$ cat src/rtl/pcpi_seq_pkg.sv
// Shared definitions for the byte-serial PCPI sequencer: FSM states, op codes,
// operand width default and uio bit positions.
package pcpi_seq_pkg;

    typedef enum logic [2:0] {
        ST_IDLE   = 3'd0,
        ST_LOAD_A = 3'd1,
        ST_LOAD_B = 3'd2,
        ST_EXEC   = 3'd3,
        ST_OUT    = 3'd4
    } state_t;

    typedef enum logic [1:0] {
        OP_ADD = 2'b00,
        OP_SUB = 2'b01,
        OP_AND = 2'b10,
        OP_XOR = 2'b11
    } op_t;

    localparam int NBYTES_DEF = 4;

    localparam int UIO_IN_VALID  = 0;
    localparam int UIO_ABORT     = 1;
    localparam int UIO_OUT_ACK   = 2;
    localparam int UIO_IN_READY  = 3;
    localparam int UIO_OUT_VALID = 4;
    localparam int UIO_CARRY     = 5;
    localparam int UIO_ZERO      = 6;

    localparam logic [7:0] UIO_OE_MASK = 8'b0111_1000;

endpackage

$ cat src/rtl/pcpi_byte_seq_if.sv
// Pin-level bus of the sequencer: host byte in, control strobes, result byte and status out.
// The host drives the master side; the sequencer sits on the slave side.
interface pcpi_byte_seq_if;
    logic [7:0] ui_in;
    logic [7:0] uio_in;
    logic       ena;
    logic [7:0] uo_out;
    logic [7:0] uio_out;
    logic [7:0] uio_oe;

    modport master (
        output ui_in, uio_in, ena,
        input  uo_out, uio_out, uio_oe
    );

    modport slave (
        input  ui_in, uio_in, ena,
        output uo_out, uio_out, uio_oe
    );
endinterface

$ cat src/rtl/byte_alu.sv
// Combinational 8-bit ALU slice with carry chaining; SUB is A + ~B + cin.
// Carry-out is forced to 0 for the bitwise ops.
module byte_alu
    import pcpi_seq_pkg::*;
(
    input  op_t        i_op,
    input  logic [7:0] i_a,
    input  logic [7:0] i_b,
    input  logic       i_cin,
    output logic [7:0] o_y,
    output logic       o_cout
);

    logic [8:0] w_sum;

    always_comb begin
        w_sum  = 9'd0;
        o_y    = 8'h00;
        o_cout = 1'b0;
        case (i_op)
            OP_ADD: begin
                w_sum  = {1'b0, i_a} + {1'b0, i_b} + {8'd0, i_cin};
                o_y    = w_sum[7:0];
                o_cout = w_sum[8];
            end
            OP_SUB: begin
                w_sum  = {1'b0, i_a} + {1'b0, ~i_b} + {8'd0, i_cin};
                o_y    = w_sum[7:0];
                o_cout = w_sum[8];
            end
            OP_AND:  o_y = i_a & i_b;
            default: o_y = i_a ^ i_b;
        endcase
    end

endmodule

$ cat src/rtl/pcpi_byte_seq.sv
// Byte-serial ALU sequencer: command byte, NBYTES of A, NBYTES of B (LSB first),
// NBYTES EXEC cycles through one shared byte_alu, then results presented until acked.
module pcpi_byte_seq
    import pcpi_seq_pkg::*;
#(
    parameter int NBYTES = NBYTES_DEF
) (
    input  logic            clk,
    input  logic            rst_n,
    pcpi_byte_seq_if.slave  bus
);

    localparam int CW = (NBYTES > 1) ? $clog2(NBYTES) : 1;
    localparam int W  = NBYTES * 8;
    localparam logic [CW-1:0] LAST = CW'(NBYTES - 1);

    state_t         r_state;
    op_t            r_op;
    logic [CW-1:0]  r_cnt;
    logic [W-1:0]   r_a;
    logic [W-1:0]   r_b;
    logic [W-1:0]   r_res;
    logic           r_carry;
    logic           r_cflag;
    logic           r_zflag;
    logic           r_in_rdy;

    logic           w_in_vld;
    logic           w_abort;
    logic           w_out_ack;
    logic           w_accept;
    logic           w_out_vld;
    logic [7:0]     w_a_byte;
    logic [7:0]     w_b_byte;
    logic [7:0]     w_alu_y;
    logic           w_alu_cout;
    logic [7:0]     w_out_byte;
    logic [W-1:0]   w_res_nxt;
    logic [7:0]     w_uio_out;
    logic           w_unused;

    assign w_in_vld  = bus.uio_in[UIO_IN_VALID];
    assign w_abort   = bus.uio_in[UIO_ABORT];
    assign w_out_ack = bus.uio_in[UIO_OUT_ACK];
    assign w_accept  = w_in_vld & r_in_rdy;
    assign w_out_vld = (r_state == ST_OUT);
    assign w_unused  = ^{bus.ena, bus.uio_in[7:3]};

    assign w_a_byte   = r_a[{r_cnt, 3'b000} +: 8];
    assign w_b_byte   = r_b[{r_cnt, 3'b000} +: 8];
    assign w_out_byte = r_res[{r_cnt, 3'b000} +: 8];

    byte_alu u_alu (
        .i_op   (r_op),
        .i_a    (w_a_byte),
        .i_b    (w_b_byte),
        .i_cin  (r_carry),
        .o_y    (w_alu_y),
        .o_cout (w_alu_cout)
    );

    // Result with the current EXEC byte merged in, so the zero flag sees all bytes.
    always_comb begin
        w_res_nxt = r_res;
        w_res_nxt[{r_cnt, 3'b000} +: 8] = w_alu_y;
    end

    always_comb begin
        w_uio_out                = 8'h00;
        w_uio_out[UIO_IN_READY]  = r_in_rdy;
        w_uio_out[UIO_OUT_VALID] = w_out_vld;
        w_uio_out[UIO_CARRY]     = r_cflag & w_out_vld;
        w_uio_out[UIO_ZERO]      = r_zflag & w_out_vld;
    end

    assign bus.uo_out  = w_out_vld ? w_out_byte : 8'h00;
    assign bus.uio_out = w_uio_out;
    assign bus.uio_oe  = UIO_OE_MASK;

    // in_ready is registered and held low through reset, so it rises on the first edge after release.
    always_ff @(posedge clk or negedge rst_n) begin
        if (!rst_n) begin
            r_state  <= ST_IDLE;
            r_op     <= OP_ADD;
            r_cnt    <= '0;
            r_a      <= '0;
            r_b      <= '0;
            r_res    <= '0;
            r_carry  <= 1'b0;
            r_cflag  <= 1'b0;
            r_zflag  <= 1'b0;
            r_in_rdy <= 1'b0;
        end else if (w_abort) begin
            r_state  <= ST_IDLE;
            r_cnt    <= '0;
            r_carry  <= 1'b0;
            r_cflag  <= 1'b0;
            r_zflag  <= 1'b0;
            r_in_rdy <= 1'b1;
        end else begin
            case (r_state)
                ST_IDLE: begin
                    r_in_rdy <= 1'b1;
                    if (w_accept) begin
                        r_op    <= op_t'(bus.ui_in[1:0]);
                        r_cnt   <= '0;
                        r_state <= ST_LOAD_A;
                    end
                end
                ST_LOAD_A: begin
                    if (w_accept) begin
                        r_a[{r_cnt, 3'b000} +: 8] <= bus.ui_in;
                        if (r_cnt == LAST) begin
                            r_cnt   <= '0;
                            r_state <= ST_LOAD_B;
                        end else begin
                            r_cnt <= r_cnt + 1'b1;
                        end
                    end
                end
                ST_LOAD_B: begin
                    if (w_accept) begin
                        r_b[{r_cnt, 3'b000} +: 8] <= bus.ui_in;
                        if (r_cnt == LAST) begin
                            r_cnt    <= '0;
                            r_carry  <= (r_op == OP_SUB);
                            r_in_rdy <= 1'b0;
                            r_state  <= ST_EXEC;
                        end else begin
                            r_cnt <= r_cnt + 1'b1;
                        end
                    end
                end
                ST_EXEC: begin
                    r_res   <= w_res_nxt;
                    r_carry <= w_alu_cout;
                    if (r_cnt == LAST) begin
                        r_cnt   <= '0;
                        r_cflag <= w_alu_cout;
                        r_zflag <= (w_res_nxt == '0);
                        r_state <= ST_OUT;
                    end else begin
                        r_cnt <= r_cnt + 1'b1;
                    end
                end
                ST_OUT: begin
                    if (w_out_ack) begin
                        if (r_cnt == LAST) begin
                            r_cnt    <= '0;
                            r_cflag  <= 1'b0;
                            r_zflag  <= 1'b0;
                            r_in_rdy <= 1'b1;
                            r_state  <= ST_IDLE;
                        end else begin
                            r_cnt <= r_cnt + 1'b1;
                        end
                    end
                end
                default: begin
                    r_cnt    <= '0;
                    r_in_rdy <= 1'b1;
                    r_state  <= ST_IDLE;
                end
            endcase
        end
    end

endmodule
$ cat src/flat_wrapper.sv
// flat-port wrapper written by rule: the top's interface ports become plain ports
module pcpi_byte_seq_flat import pcpi_seq_pkg::*;
#(
    parameter int NBYTES = NBYTES_DEF
)
  (clk, rst_n, bus_ui_in, bus_uio_in, bus_ena, bus_uo_out, bus_uio_out, bus_uio_oe);
  pcpi_byte_seq_if bus_i ();
  input  logic clk;
  input  logic rst_n;
  input wire logic [$bits(bus_i.ui_in)-1:0] bus_ui_in;
  input wire logic [$bits(bus_i.uio_in)-1:0] bus_uio_in;
  input wire logic [$bits(bus_i.ena)-1:0] bus_ena;
  output wire logic [$bits(bus_i.uo_out)-1:0] bus_uo_out;
  output wire logic [$bits(bus_i.uio_out)-1:0] bus_uio_out;
  output wire logic [$bits(bus_i.uio_oe)-1:0] bus_uio_oe;
  assign bus_i.ui_in = bus_ui_in;
  assign bus_i.uio_in = bus_uio_in;
  assign bus_i.ena = bus_ena;
  assign bus_uo_out = bus_i.uo_out;
  assign bus_uio_out = bus_i.uio_out;
  assign bus_uio_oe = bus_i.uio_oe;
  pcpi_byte_seq #(.NBYTES(NBYTES)) u_core (.clk(clk), .rst_n(rst_n), .bus(bus_i));
endmodule
$ cat config.mk
export PLATFORM = sky130hd
export DESIGN_NAME = pcpi_byte_seq_flat
export DESIGN_NICKNAME = d
export VERILOG_FILES = /design/src/rtl/pcpi_seq_pkg.sv /design/src/rtl/pcpi_byte_seq_if.sv /design/src/rtl/byte_alu.sv /design/src/rtl/pcpi_byte_seq.sv /design/src/flat_wrapper.sv
export SDC_FILE = /design/constraint.sdc
export NUM_CORES = 1
export LEC_CHECK = 0
export ABC_AREA = 1
export ABC_CLOCK_PERIOD_IN_PS = 5100
export CAP_MARGIN = 40
export CORE_ASPECT_RATIO = 0.6
export CORE_UTILIZATION = 50
export CTS_BUF_LIST = sky130_fd_sc_hd__clkbuf_4 sky130_fd_sc_hd__clkbuf_8 sky130_fd_sc_hd__clkbuf_16
export CTS_CLUSTER_DIAMETER = 50
export DETAILED_ROUTE_END_ITERATION = 8
export GPL_ROUTABILITY_DRIVEN = 1
export MAX_ROUTING_LAYER = met4
export PLACE_DENSITY_LB_ADDON = 0.05
export SLEW_MARGIN = 20
export SYNTH_ARGS = -nofsm -noshare
export SYNTH_HDL_FRONTEND = slang
export SYNTH_SLANG_ARGS = --single-unit
$ cat constraint.sdc
create_clock -name clk -period 5.1 [get_ports clk]
set_input_delay 1.02 -clock clk [delete_from_list [all_inputs] [get_ports clk]]
set_output_delay 1.02 -clock clk [all_outputs]
set_load 0.01 [all_outputs]
### Word-level counts from Yosys, hierarchy flattened

Cells that the tools add are included.

| word-level totals | value |
|---|---|
| flip-flop bits (word level) | 107 |
| latch bits | 0 |
| bits in writable memories | 0 |
| bits in read-only memories | 0 |
| output and inout bits | 24 |
| logic and storage cells | 101 |
| memories kept | 0 |

| operators by class | value |
|---|---|
| $add $sub $neg | 6 |
| multipliers | 0 |
| div/mod/pow operators | 0 |
| order comparisons | 0 |
| equal/unequal tests | 17 |
| shift operators | 6 |
| multiplexer cells | 39 |
| bitwise logic cells | 7 |
| reduce and logical (&&, ||, !) cells | 16 |

Operators by type and width:

| kind | count |
|---|---|
| 32-bit bitwise mux | 3 |
| 32-bit by 6-bit variable part select with 8-bit output | 3 |
| 8-bit by 7-bit variable part select with 32-bit output | 2 |
| 32-bit logical NOT | 1 |
| 8-bit by 7-bit variable shift with 32-bit output (first input constant) | 1 |
| 3-bit 2-to-1 mux | 9 |
| 8-bit case mux with 3 select lines | 1 |
| 8-bit by 8-bit adder with 9-bit output | 2 |
| 9-bit by 1-bit adder with 9-bit output | 2 |
| 3-bit by 2-bit inequality test with 1-bit output (second input constant) | 6 |
| 3-bit case mux with 5 select lines | 1 |
| 3-bit AND reduction | 5 |
| 1-bit 2-to-1 mux | 13 |
| 2-bit 2-to-1 mux | 5 |
| 8-bit bitwise AND | 1 |
| 8-bit 2-to-1 mux | 1 |
| 8-bit NOT | 1 |
| 1-bit case mux with 2 select lines | 4 |
| 2-bit case mux with 4 select lines | 1 |
| 8-bit AND reduction | 1 |
| 8-bit XOR | 1 |
| 5-bit negator with 7-bit output | 1 |
| 3-bit by 2-bit equality test with 1-bit output (second input constant) | 2 |
| 3-bit inequality test (second input constant) | 2 |
| 17 further kinds | 22 |

### Depth between registers and ports, before layout

Gate-level depths: netlist of run 1.

| depth | value |
|---|---|
| word-level depth | 11 |
| gate-level depth with buffers | 26 |
| gate-level depth less buffers | 23 |

### Hierarchy

Synthesis of run 1 repeated with hierarchy kept, for this count alone.

| unflattened totals | value |
|---|---|
| cells, all modules | 910 |
| area, all modules | 7078.0 um2 |

Modules (own cells, without submodules):

| module | instances | cells an instance | area an instance (um2) | seq. area each (um2) |
|---|---|---|---|---|
| pcpi_byte_seq | 1 | 731 | 6080.8 | 2677.6 |
| byte_alu | 1 | 179 | 997.2 | 0.0 |

### Worst setup path before layout of run 1

Ideal clock, no wire load.

| path | value |
|---|---|
| path kind | reg-to-reg |
| start point | register u_core.r_cnt[0] |
| end point | register u_core.r_zflag |
| setup time | 0.065 ns |
| arrival time | 3.525 ns |
| data required time | 5.035 ns |
| slack | 1.510 ns |
| stages on the path, launching flop included | 23 |
| buffers on the path | 3 |
| period minus slack after synthesis | 3.590 ns |
| cell sequence | dfrtp_1 > buf_2 > clkbuf_1 > buf_1 > nand2_1 > a32oi_1 > inv_1 > fa_1 > fa_1 > inv_1 > nand2_1 > nand3_1 > nand4_1 > nor2_1 > a21oi_1 > nand2_1 > nor2_1 > nand3_1 > nor2_1 > nand2_1 > nor2_1 > nand3_1 > nand2_1 |

| on the way | value |
|---|---|
| cells in the longest elaborated chain, start to end | 11 |

RTL lines:

| what | RTL line | source |
|---|---|---|
| from (decl) | pcpi_byte_seq.sv:19 | `logic [CW-1:0] r_cnt;` |
| from (signal assigned) | pcpi_byte_seq.sv:117 | `r_cnt <= r_cnt + 1'b1;` |
| from (signal assigned) | pcpi_byte_seq.sv:130 | `r_cnt <= r_cnt + 1'b1;` |
| from (signal assigned) | pcpi_byte_seq.sv:143 | `r_cnt <= r_cnt + 1'b1;` |
| 32-bit by 6-bit variable part select with 8-bit output | pcpi_byte_seq.sv:50 | `assign w_b_byte = r_b[{r_cnt, 3'b000} +: 8];` |
| 8-bit NOT | byte_alu.sv:27 | `w_sum = {1'b0, i_a} + {1'b0, ~i_b} + {8'd0, i_cin};` |
| 8-bit by 8-bit adder with 9-bit output | byte_alu.sv:27 |  |
| 9-bit by 1-bit adder with 9-bit output | byte_alu.sv:27 |  |
| 8-bit case mux with 3 select lines | byte_alu.sv:20 | `case (i_op)` |
| 8-bit by 7-bit variable part select with 32-bit output | pcpi_byte_seq.sv:65 | `w_res_nxt[{r_cnt, 3'b000} +: 8] = w_alu_y;` |
| 32-bit bitwise mux | pcpi_byte_seq.sv:65 |  |
| 32-bit logical NOT | pcpi_byte_seq.sv:140 | `r_zflag <= (w_res_nxt == '0);` |
| 1-bit 2-to-1 mux | pcpi_byte_seq.sv:137 | `if (r_cnt == LAST) begin` |
| 1-bit case mux with 2 select lines | pcpi_byte_seq.sv:101 | `case (r_state)` |
| 1-bit 2-to-1 mux | pcpi_byte_seq.sv:93 | `end else if (w_abort) begin` |
| to (signal assigned) | pcpi_byte_seq.sv:140 |  |
| to (decl) | pcpi_byte_seq.sv:25 | `logic r_zflag;` |

Parallel ways exist; a longest one is shown, timed or not. The select of a mux whose other input is x is not followed.
A chain may end at the register's enable or synchronous reset.

### Worst setup path in the final report of run 1

Same ends and word-level chain as after synthesis.

==> results.yml, run 1 <==
placed_design:
  gp_congestion: 0.913
  io_buffers: 24
  place_hpwl_um: 13800
timing:
  period_share: 0.827
  slew_headroom: 0.443
  rsz0062_at_grt: "false"
  worstMarginPinSlew_ns: 0.835
  max_freq_ghz: 0.237
  finClkSkew_ns: 0.00819
  drv_slew: 0
  tns_ns: 0
  period_needed_ns: 4.22
  setup_viol: 0
  hold_viol: 0
  fin_hold_ws_ns: 0.477
synthesis:
  ys.flop_type: "dfrtp_1"
  synth_area_leaders: "dfrtp_1 (39%), nand2_1 (9.3%), mux2_2 (9.0%)"
  ys_async_sr_fraction: 1.00
  synth_edf_count: 0
  synth_most_common_cell: "nand2_1"
  netlist_area_um2: 6850
  ys_seq_area_frac: 0.391
  synth.avg_cell_area_um2: 7.63
  ys_top_cells_by_count: "nand2_1 (169), nor2_1 (121), dfrtp_1 (107)"
  synth_area_leader_cell: "dfrtp_1"
  postSynthCellCount: 898
  synth_top_area_frac: 0.391
  synth_cell_types: 35
  ys_ff_latch: 107
  yosysWarningCount: 0
global_route:
  antenna_found_initial: 0
  grt_pass1_wl_um: 31500
  grt_pass1_vias: 5964
  gr-total-overflow: 0
  grt_max_degree: 51
  grt_usage: 0.295
critical_path:
  critPathBufInv: 4
  path_cells: "buf_4, buf_4, nand2_1, a32oi_1, inv_1, ha_1, inv_1, a21oi_1, nand4_1, nand3_1, nand3_1, nand4_1, nor2_1, nor2_1, nand2_1, nor2_1, nand3_1, nand2_1"
  critPathMaxStageDelay_ns: 0.91
  path_class: "register to register"
  crit_path_end_kind: "register"
  start_kind: "register"
  crit_family: "simple AND/OR/NAND/NOR gates"
  crit_fanout: 43
  crit_required_ns: 5.39
  arrival_ns: 4.50
  slowest_stage: "dfrtp_2"
clocking:
  ctsResizeCount: 0
  cts_buffers: 9
  cts-hold-fix-buffers: 0
  clk_pin_slew_ns: 0.08
  cts_tree: "built"
  postCtsSetupBuffers: 0
  numClockSinks: 107
  htree_levels: 3
  cts_buffer_depth: 2
  insertion_delay_ns: 0.36
  clockRootBuffer: "clkbuf_16"
job:
  drv_cap: 0
floorplan:
  die_y_um: 92.7
  fp.coreArea_um2: 13100
  start_util: 0.524
  die_w_um: 153
  io_pins: 43
  row_count: 32
  dieArea_um2: 14200
final_layout:
  drive_gt1_frac: 0.124
  fillCellCount: 1185
  area_growth_pct: 10.0
  n_antenna_cell: 0
  final_core_util: 0.576
  final-seq-area_um2: 2680
  fin_nets: 952
  multi_input_area_um2: 3570
min_path:
  min_path_type: "primary input to asynchronous set/reset pin"
routing:
  avgRoutedWirePerCell_um: 17.7
  postRouteAntennaNets: 0
  vias: 6268
  via_per_inst: 5.79
  drc: 0
  first_pass_iters: 7
  drt-initial-drc-count: 476
  drt_wl_total_um: 19200
power_and_ir_drop:
  p_leak_uw: 0.00363
  vdd.ir_drop.worst_mv: 0.258
  power_density_nw_per_um2: 660
outcome:
  outcome: "finished, final reports clean"
## cells in the final DEF (no fill, tap or decap), drive strengths merged, types with 12 or more instances in the layout
master         instances
clkdlybuf4s50         23
nand2                173
dfrtp                107
nand3                 59
a21oi                 39
mux2                  55
nor2                 132
nand4                 19
ha                    21
o21ai                 81
inv                  105
conb                  12
buf                   16
## report_power, final
| part | internal (uW) | switching [uW] | leakage, uW |
|---|---|---|---|
| Sequential | 1100 | 216 | 0.00140 |
| Clock | 440 | 343 | 0.000163 |
| Combinational | 937 | 1950 | 0.00207 |
| Total | 2470 | 2510 | 0.00363 |
## sequential cells by signal, indices dropped and copies added, names as in the netlist
name	flops
u_core.r_zflag	1
u_core.r_b	32
u_core.r_state	3
u_core.r_carry	1
u_core.r_in_rdy	1
u_core.r_cnt	2
u_core.r_a	32
u_core.r_res	32
u_core.r_op	2
u_core.r_cflag	1
## cell type report
class | count | area share
clock inverters | 7 | 0.0141
inverters | 104 | 0.0519
flip-flops and latches | 107 | 0.355
repair buffers | 39 | 0.0474
multi-input cells | 647 | 0.473
well taps | 170 | 0.0282
clock buffers | 9 | 0.0299
## cell families (layout without fill, tap and decap cells)
| group | after synthesis | after routing | synth area share |
|---|---|---|---|
| adder cells (fa/ha/maj) | 25 | 25 | 0.0500 |
| AND/OR/NAND/NOR | 397 | 397 | 0.246 |
| flip-flops | 107 | 107 | 0.391 |
| AO/OA/AOI/OAI | 158 | 158 | 0.128 |
| buffers and inverters | 154 | 159 | 0.0940 |
| multiplexers | 55 | 55 | 0.0904 |
| other | 2 | 12 | 0.00110 |
## through the flow
step	setup slack, ns	cells	instance area (um^2)	power [uW]
floorplan	1.51	908	6890	3380
global placement	1.05	1066	7200	4070
detailed placement	1.00	1066	7200	4140
CTS	0.934	1082	7530	4930
global route	0.483	1083	7540	5400
finish	0.884	1083	7540	4980
## routing by layer
layer | up-vias | GRT usage | routed length [um]
met2 | 257 | 0.418 | 8010
met4 | 0 | 0.0665 | 178
met1 | 3042 | 0.439 | 9590
met5 | - | - | 0
li1 | 2953 | - | -
met3 | 16 | 0.0487 | 1430
## worst paths after layout
kind | start | slack (ns) | depth (start not counted) | to
worst max register to register | u_core.r_cnt[0] | 0.88 | 18 | u_core.r_zflag
worst max-delay path | u_core.r_cnt[0] | 0.88 | 18 | u_core.r_zflag
min in group clk | u_core.r_zflag | 0.49 | 2 | u_core.r_zflag
worst min register to register | u_core.r_zflag | 0.49 | 2 | u_core.r_zflag
worst min-delay path | rst_n | 0.48 | 1 | u_core.r_a[5]
max in group asynchronous | rst_n | 3.71 | 2 | u_core.r_cnt[0]
Power figures use the tool's default switching activity.
==> run 2, diff against run 1 <==
--- a/config.mk
+++ b/config.mk
@@ -6,7 +6,7 @@
 export NUM_CORES = 1
 export LEC_CHECK = 0
 export ABC_AREA = 1
-export ABC_CLOCK_PERIOD_IN_PS = 5100
+export ABC_CLOCK_PERIOD_IN_PS = 3800
 export CAP_MARGIN = 40
 export CORE_ASPECT_RATIO = 0.6
 export CORE_UTILIZATION = 50
==> constraint.sdc (replaced) <==
create_clock -name clk -period 3.8 [get_ports clk]
set_input_delay 0.76 -clock clk [delete_from_list [all_inputs] [get_ports clk]]
set_output_delay 0.76 -clock clk [all_outputs]
set_load 0.01 [all_outputs]
==> results.yml, run 2 (same netlist as run 1, synthesis figures left out) <==
outcome:
  outcome: "finished, final reports clean"
power_and_ir_drop:
  p_leak_uw: 0.00368
  vdd.ir_drop.worst_mv: 0.426
  total_power_uw: 6760
  power_density_nw_per_um2: 883
floorplan:
  start_util: 0.524
  dieArea_um2: 14200
  die_w_um: 153
  fp.coreArea_um2: 13100
  io_pins: 43
  die_y_um: 92.7
  row_count: 32
timing:
  max_freq_ghz: 0.288
  setup_viol: 0
  rsz0062_at_grt: "false"
  hold_viol: 0
  tns_ns: 0
  fin_hold_ws_ns: 0.428
  drv_slew: 0
  period_share: 0.913
  finClkSkew_ns: 0.00780
  slew_headroom: 0.510
  period_needed_ns: 3.47
  worstMarginPinSlew_ns: 0.735
final_layout:
  drive_gt1_frac: 0.142
  area_growth_pct: 11.6
  final_cell_mix: "nand2_1 (169), nor2_1 (121), dfrtp_1 (106), inv_1 (96), o21ai_0 (75)"
  final_core_util: 0.584
  fin_nets: 963
  top_regs: "u_core.r_a (32), u_core.r_b (32), u_core.r_res (32)"
  n_antenna_cell: 0
  fillCellCount: 1218
  layout_commonest_cell: "nand2_1"
  fin_cells: 1094
clocking:
  clk_pin_slew_ns: 0.08
  cts_buffer_depth: 2
  cts-hold-fix-buffers: 0
  htree_levels: 3
  ctsResizeCount: 0
  postCtsSetupBuffers: 0
  numClockSinks: 107
  cts_tree: "built"
  cts_buffers: 9
  insertion_delay_ns: 0.35
  clockRootBuffer: "clkbuf_16"
routing:
  postRouteAntennaNets: 0
  via_per_inst: 5.72
  avgRoutedWirePerCell_um: 17.5
  drt-initial-drc-count: 607
  vias: 6253
  drt_wl_total_um: 19100
  drc: 0
  first_pass_iters: 5
global_route:
  gr-total-overflow: 0
  antenna_found_initial: 0
  grt_max_degree: 55
  grt_pass1_wl_um: 31600
  grt_usage: 0.297
  grt_pass1_vias: 6042
critical_path:
  crit_fanout: 28
  start_kind: "register"
  crit_required_ns: 4.09
  startpoint: "u_core.r_cnt[0]"
  r2r-start: "u_core.r_cnt[0]"
  rr_worst_depth: 20
  arrival_ns: 3.76
  rrSetupSlack_ns: 0.33
  path_class: "register to register"
  crit_path_end_kind: "register"
placed_design:
  dp_cells: 1078
  io_buffers: 24
  gp_congestion: 0.910
  place_hpwl_um: 14300
min_path:
  min_path_type: "primary input to asynchronous set/reset pin"
job:
  drv_cap: 0
[run 2: final cells by class]
class                   instances  area, um^2  area share
well taps                     170         213      0.0278
flip-flops and latches        107        2680       0.350
inverters                     104         392      0.0512
clock buffers                   9         225      0.0294
multi-input cells             647        3610       0.472
clock inverters                 7        81.3      0.0106
repair buffers                 50         453      0.0592
[run 2: final timing paths]
check,to
max,u_core.r_zflag
max in group asynchronous,u_core.r_state[2]
min reg2reg,u_core.r_carry
min in group clk,u_core.r_carry
min,u_core.r_a[5]
max reg2reg,u_core.r_zflag
[run 2: routing by layer]
metal | wire, um | global-route usage | up-vias
li1 | - | - | 2988
met5 | 0 | - | -
met4 | 176 | 0.0623 | 0
met3 | 1500 | 0.0580 | 24
met2 | 7890 | 0.428 | 254
met1 | 9550 | 0.431 | 2987
[run 2: per-stage QoR]
stage	setup slack (ns)	cell area (um^2)
4_1_cts	0.237	7600
6_report	0.332	7650
3_3_place_gp	0.284	7300
2_1_floorplan	0.210	6890
5_1_grt	0.0171	7650
3_5_place_dp	0.248	7300
[run 2: where the power goes]
| group | total [uW] | internal, uW | leakage [uW] | switching, uW |
|---|---|---|---|---|
| Sequential | 1710 | 1470 | 0.00140 | 240 |
| Clock | 962 | 472 | 0.000150 | 489 |
| Combinational | 4080 | 1380 | 0.00213 | 2700 |
| Total | 6760 | 3330 | 0.00368 | 3430 |
[run 2: worst max-delay path, cell delays in order (launching register included)]
cell and delay [ns]:
dfrtp_2 0.47, buf_4 0.22, buf_6 0.19, nor2_1 0.13, inv_1 0.05, a32oi_1 0.30
inv_1 0.08, ha_1 0.49, nor2_1 0.11, and2_1 0.18, nand2_1 0.11, nand3_1 0.08
nand3_1 0.09, nand3_1 0.12, nand4_1 0.13, nand2_1 0.07, nor2_1 0.16, nand2_1 0.07
nor2_1 0.13, nand3_2 0.13, nand2_1 0.09
==> run 3, diff against run 2 <==
--- a/config.mk
+++ b/config.mk
@@ -9,9 +9,9 @@
 export ABC_CLOCK_PERIOD_IN_PS = 3800
 export CAP_MARGIN = 40
 export CORE_ASPECT_RATIO = 0.6
-export CORE_UTILIZATION = 50
+export CORE_UTILIZATION = 54
 export CTS_BUF_LIST = sky130_fd_sc_hd__clkbuf_4 sky130_fd_sc_hd__clkbuf_8 sky130_fd_sc_hd__clkbuf_16
-export CTS_CLUSTER_DIAMETER = 50
+export CTS_CLUSTER_DIAMETER = 150
 export DETAILED_ROUTE_END_ITERATION = 8
 export GPL_ROUTABILITY_DRIVEN = 1
 export MAX_ROUTING_LAYER = met4
==> results.yml, run 3 (same netlist as run 1, synthesis figures left out) <==
outcome:
  outcome: "finished, final reports clean"
clocking:
  numClockSinks: 107
  htree_levels: 3
  postCtsSetupBuffers: 0
  cts-hold-fix-buffers: 0
  insertion_delay_ns: 0.35
  cts_tree: "built"
  ctsResizeCount: 0
  clockRootBuffer: "clkbuf_16"
  clk_pin_slew_ns: 0.07
  cts_buffers: 9
  cts_buffer_depth: 2
final_layout:
  area_growth_pct: 11.2
  fin_nets: 959
  fillCellCount: 1063
  top_regs: "u_core.r_a (32), u_core.r_b (32), u_core.r_res (32)"
  layout_commonest_cell: "nand2_1"
  stdcell_area_um2: 7620
  n_antenna_cell: 0
  final_cell_mix: "nand2_1 (169), nor2_1 (121), dfrtp_1 (106), inv_1 (97), o21ai_0 (76)"
  drive_gt1_frac: 0.134
global_route:
  grt_max_degree: 65
  grt_pass1_vias: 5906
  grt_usage: 0.318
  gr-total-overflow: 0
  grt_pass1_wl_um: 31000
  antenna_found_initial: 0
min_path:
  min_path_type: "primary input to asynchronous set/reset pin"
routing:
  met1Wirelength_um: 9230
  drt_wl_total_um: 19300
  wl_met3_um: 1710
  vias: 6288
  via_per_inst: 5.80
  highest_layer: "met4"
  wl_met2_um: 7930
  drt-initial-drc-count: 669
  postRouteAntennaNets: 0
  avgRoutedWirePerCell_um: 17.7
  drc: 0
  first_pass_iters: 6
power_and_ir_drop:
  p_int_uw: 3390
  total_power_uw: 6800
  vdd.ir_drop.worst_mv: 0.399
  p_clk_frac: 0.153
  p_leak_uw: 0.00367
  swShare: 0.502
  seqPwrFrac: 0.252
  switchingPower_uw: 3410
  pwr-share-comb: 0.595
  power_density_nw_per_um2: 893
floorplan:
  fp.coreArea_um2: 12200
  die_y_um: 89.3
  dieArea_um2: 13200
  die_w_um: 147
  io_pins: 43
  start_util: 0.561
  row_count: 31
placed_design:
  place_hpwl_um: 14000
  gp_congestion: 0.914
  place_area_um2: 7260
  io_buffers: 24
critical_path:
  r2r-end: "u_core.r_zflag"
  crit_required_ns: 4.09
  arrival_ns: 3.79
  rr_worst_depth: 20
  startpoint: "u_core.r_cnt[1]"
  path_class: "register to register"
  start_kind: "register"
  cp-endpoint: "u_core.r_zflag"
  rrSetupSlack_ns: 0.30
  crit_fanout: 22
  r2r-start: "u_core.r_cnt[1]"
  crit_path_end_kind: "register"
timing:
  period_share: 0.922
  tns_ns: 0
  setup_viol: 0
  fin_hold_ws_ns: 0.403
  slew_headroom: 0.507
  drv_slew: 0
  rsz0062_at_grt: "false"
  hold_viol: 0
  max_freq_ghz: 0.286
  period_needed_ns: 3.50
  worstMarginPinSlew_ns: 0.738
  finClkSkew_ns: 0.00981
job:
  drv_cap: 0
[run 3: final cells by class]
| cell class | count | area (um^2) | area share |
|---|---|---|---|
| Timing Repair Buffer | 46 | 419 | 0.0550 |
| Multi-Input combinational cell | 647 | 3590 | 0.471 |
| Clock inverter | 6 | 93.8 | 0.0123 |
| Tap cell | 165 | 206 | 0.0271 |
| Clock buffer | 10 | 239 | 0.0314 |
| Inverter | 104 | 392 | 0.0514 |
| Sequential cell | 107 | 2680 | 0.352 |
[run 3: stage by stage]
step,worst slack [ns],cells,utilization
2_1_floorplan,0.210,908,-
3_3_place_gp,0.413,1069,0.594
3_5_place_dp,0.364,1069,0.594
4_1_cts,0.316,1085,0.622
5_1_grt,0.00213,1085,0.624
6_report,0.298,1085,0.624
[run 3: how the worst min path moves through the flow]
stage,from,end,slack [ns]
floorplan,u_core.r_zflag,u_core.r_zflag,0.45
finish,rst_n,u_core.r_b[0],0.40
global placement,u_core.r_zflag,u_core.r_zflag,0.47
detailed placement,u_core.r_zflag,u_core.r_zflag,0.47
CTS,rst_n,u_core.r_b[0],0.44
global route,rst_n,u_core.r_b[0],0.45
[run 3: routing by layer]
layer | vias to the layer above | global-route usage
met5 | - | -
met4 | 0 | 0.0890
met3 | 44 | 0.0648
met2 | 306 | 0.456
met1 | 2958 | 0.455
li1 | 2980 | -
[run 3: power groups by stage]
stage          Sequential, uW  Combinational [uW]  Clock (uW)
3_3_place_gp             1710                3790           0
4_1_cts                  1710                3940        1060
6_report                 1720                4050        1040
3_5_place_dp             1730                3910           0
2_1_floorplan            1630                2900           0
5_1_grt                  1760                4490        1110
[run 3: critical path: stages, from the launching register on]
cell and delay, ns:
dfrtp_1 0.39, inv_1 0.17, buf_4 0.31, a21oi_1 0.08
a32oi_1 0.32, inv_1 0.08, ha_1 0.44, inv_2 0.09
a21oi_2 0.15, nand2_1 0.13, nand2_1 0.10, nand3_1 0.07
nand3_1 0.10, nand3_1 0.15, nand4_1 0.16, nand2_1 0.07
nor2_1 0.18, nand2_1 0.08, nor2_1 0.16, nand3_2 0.13
nand2_1 0.08
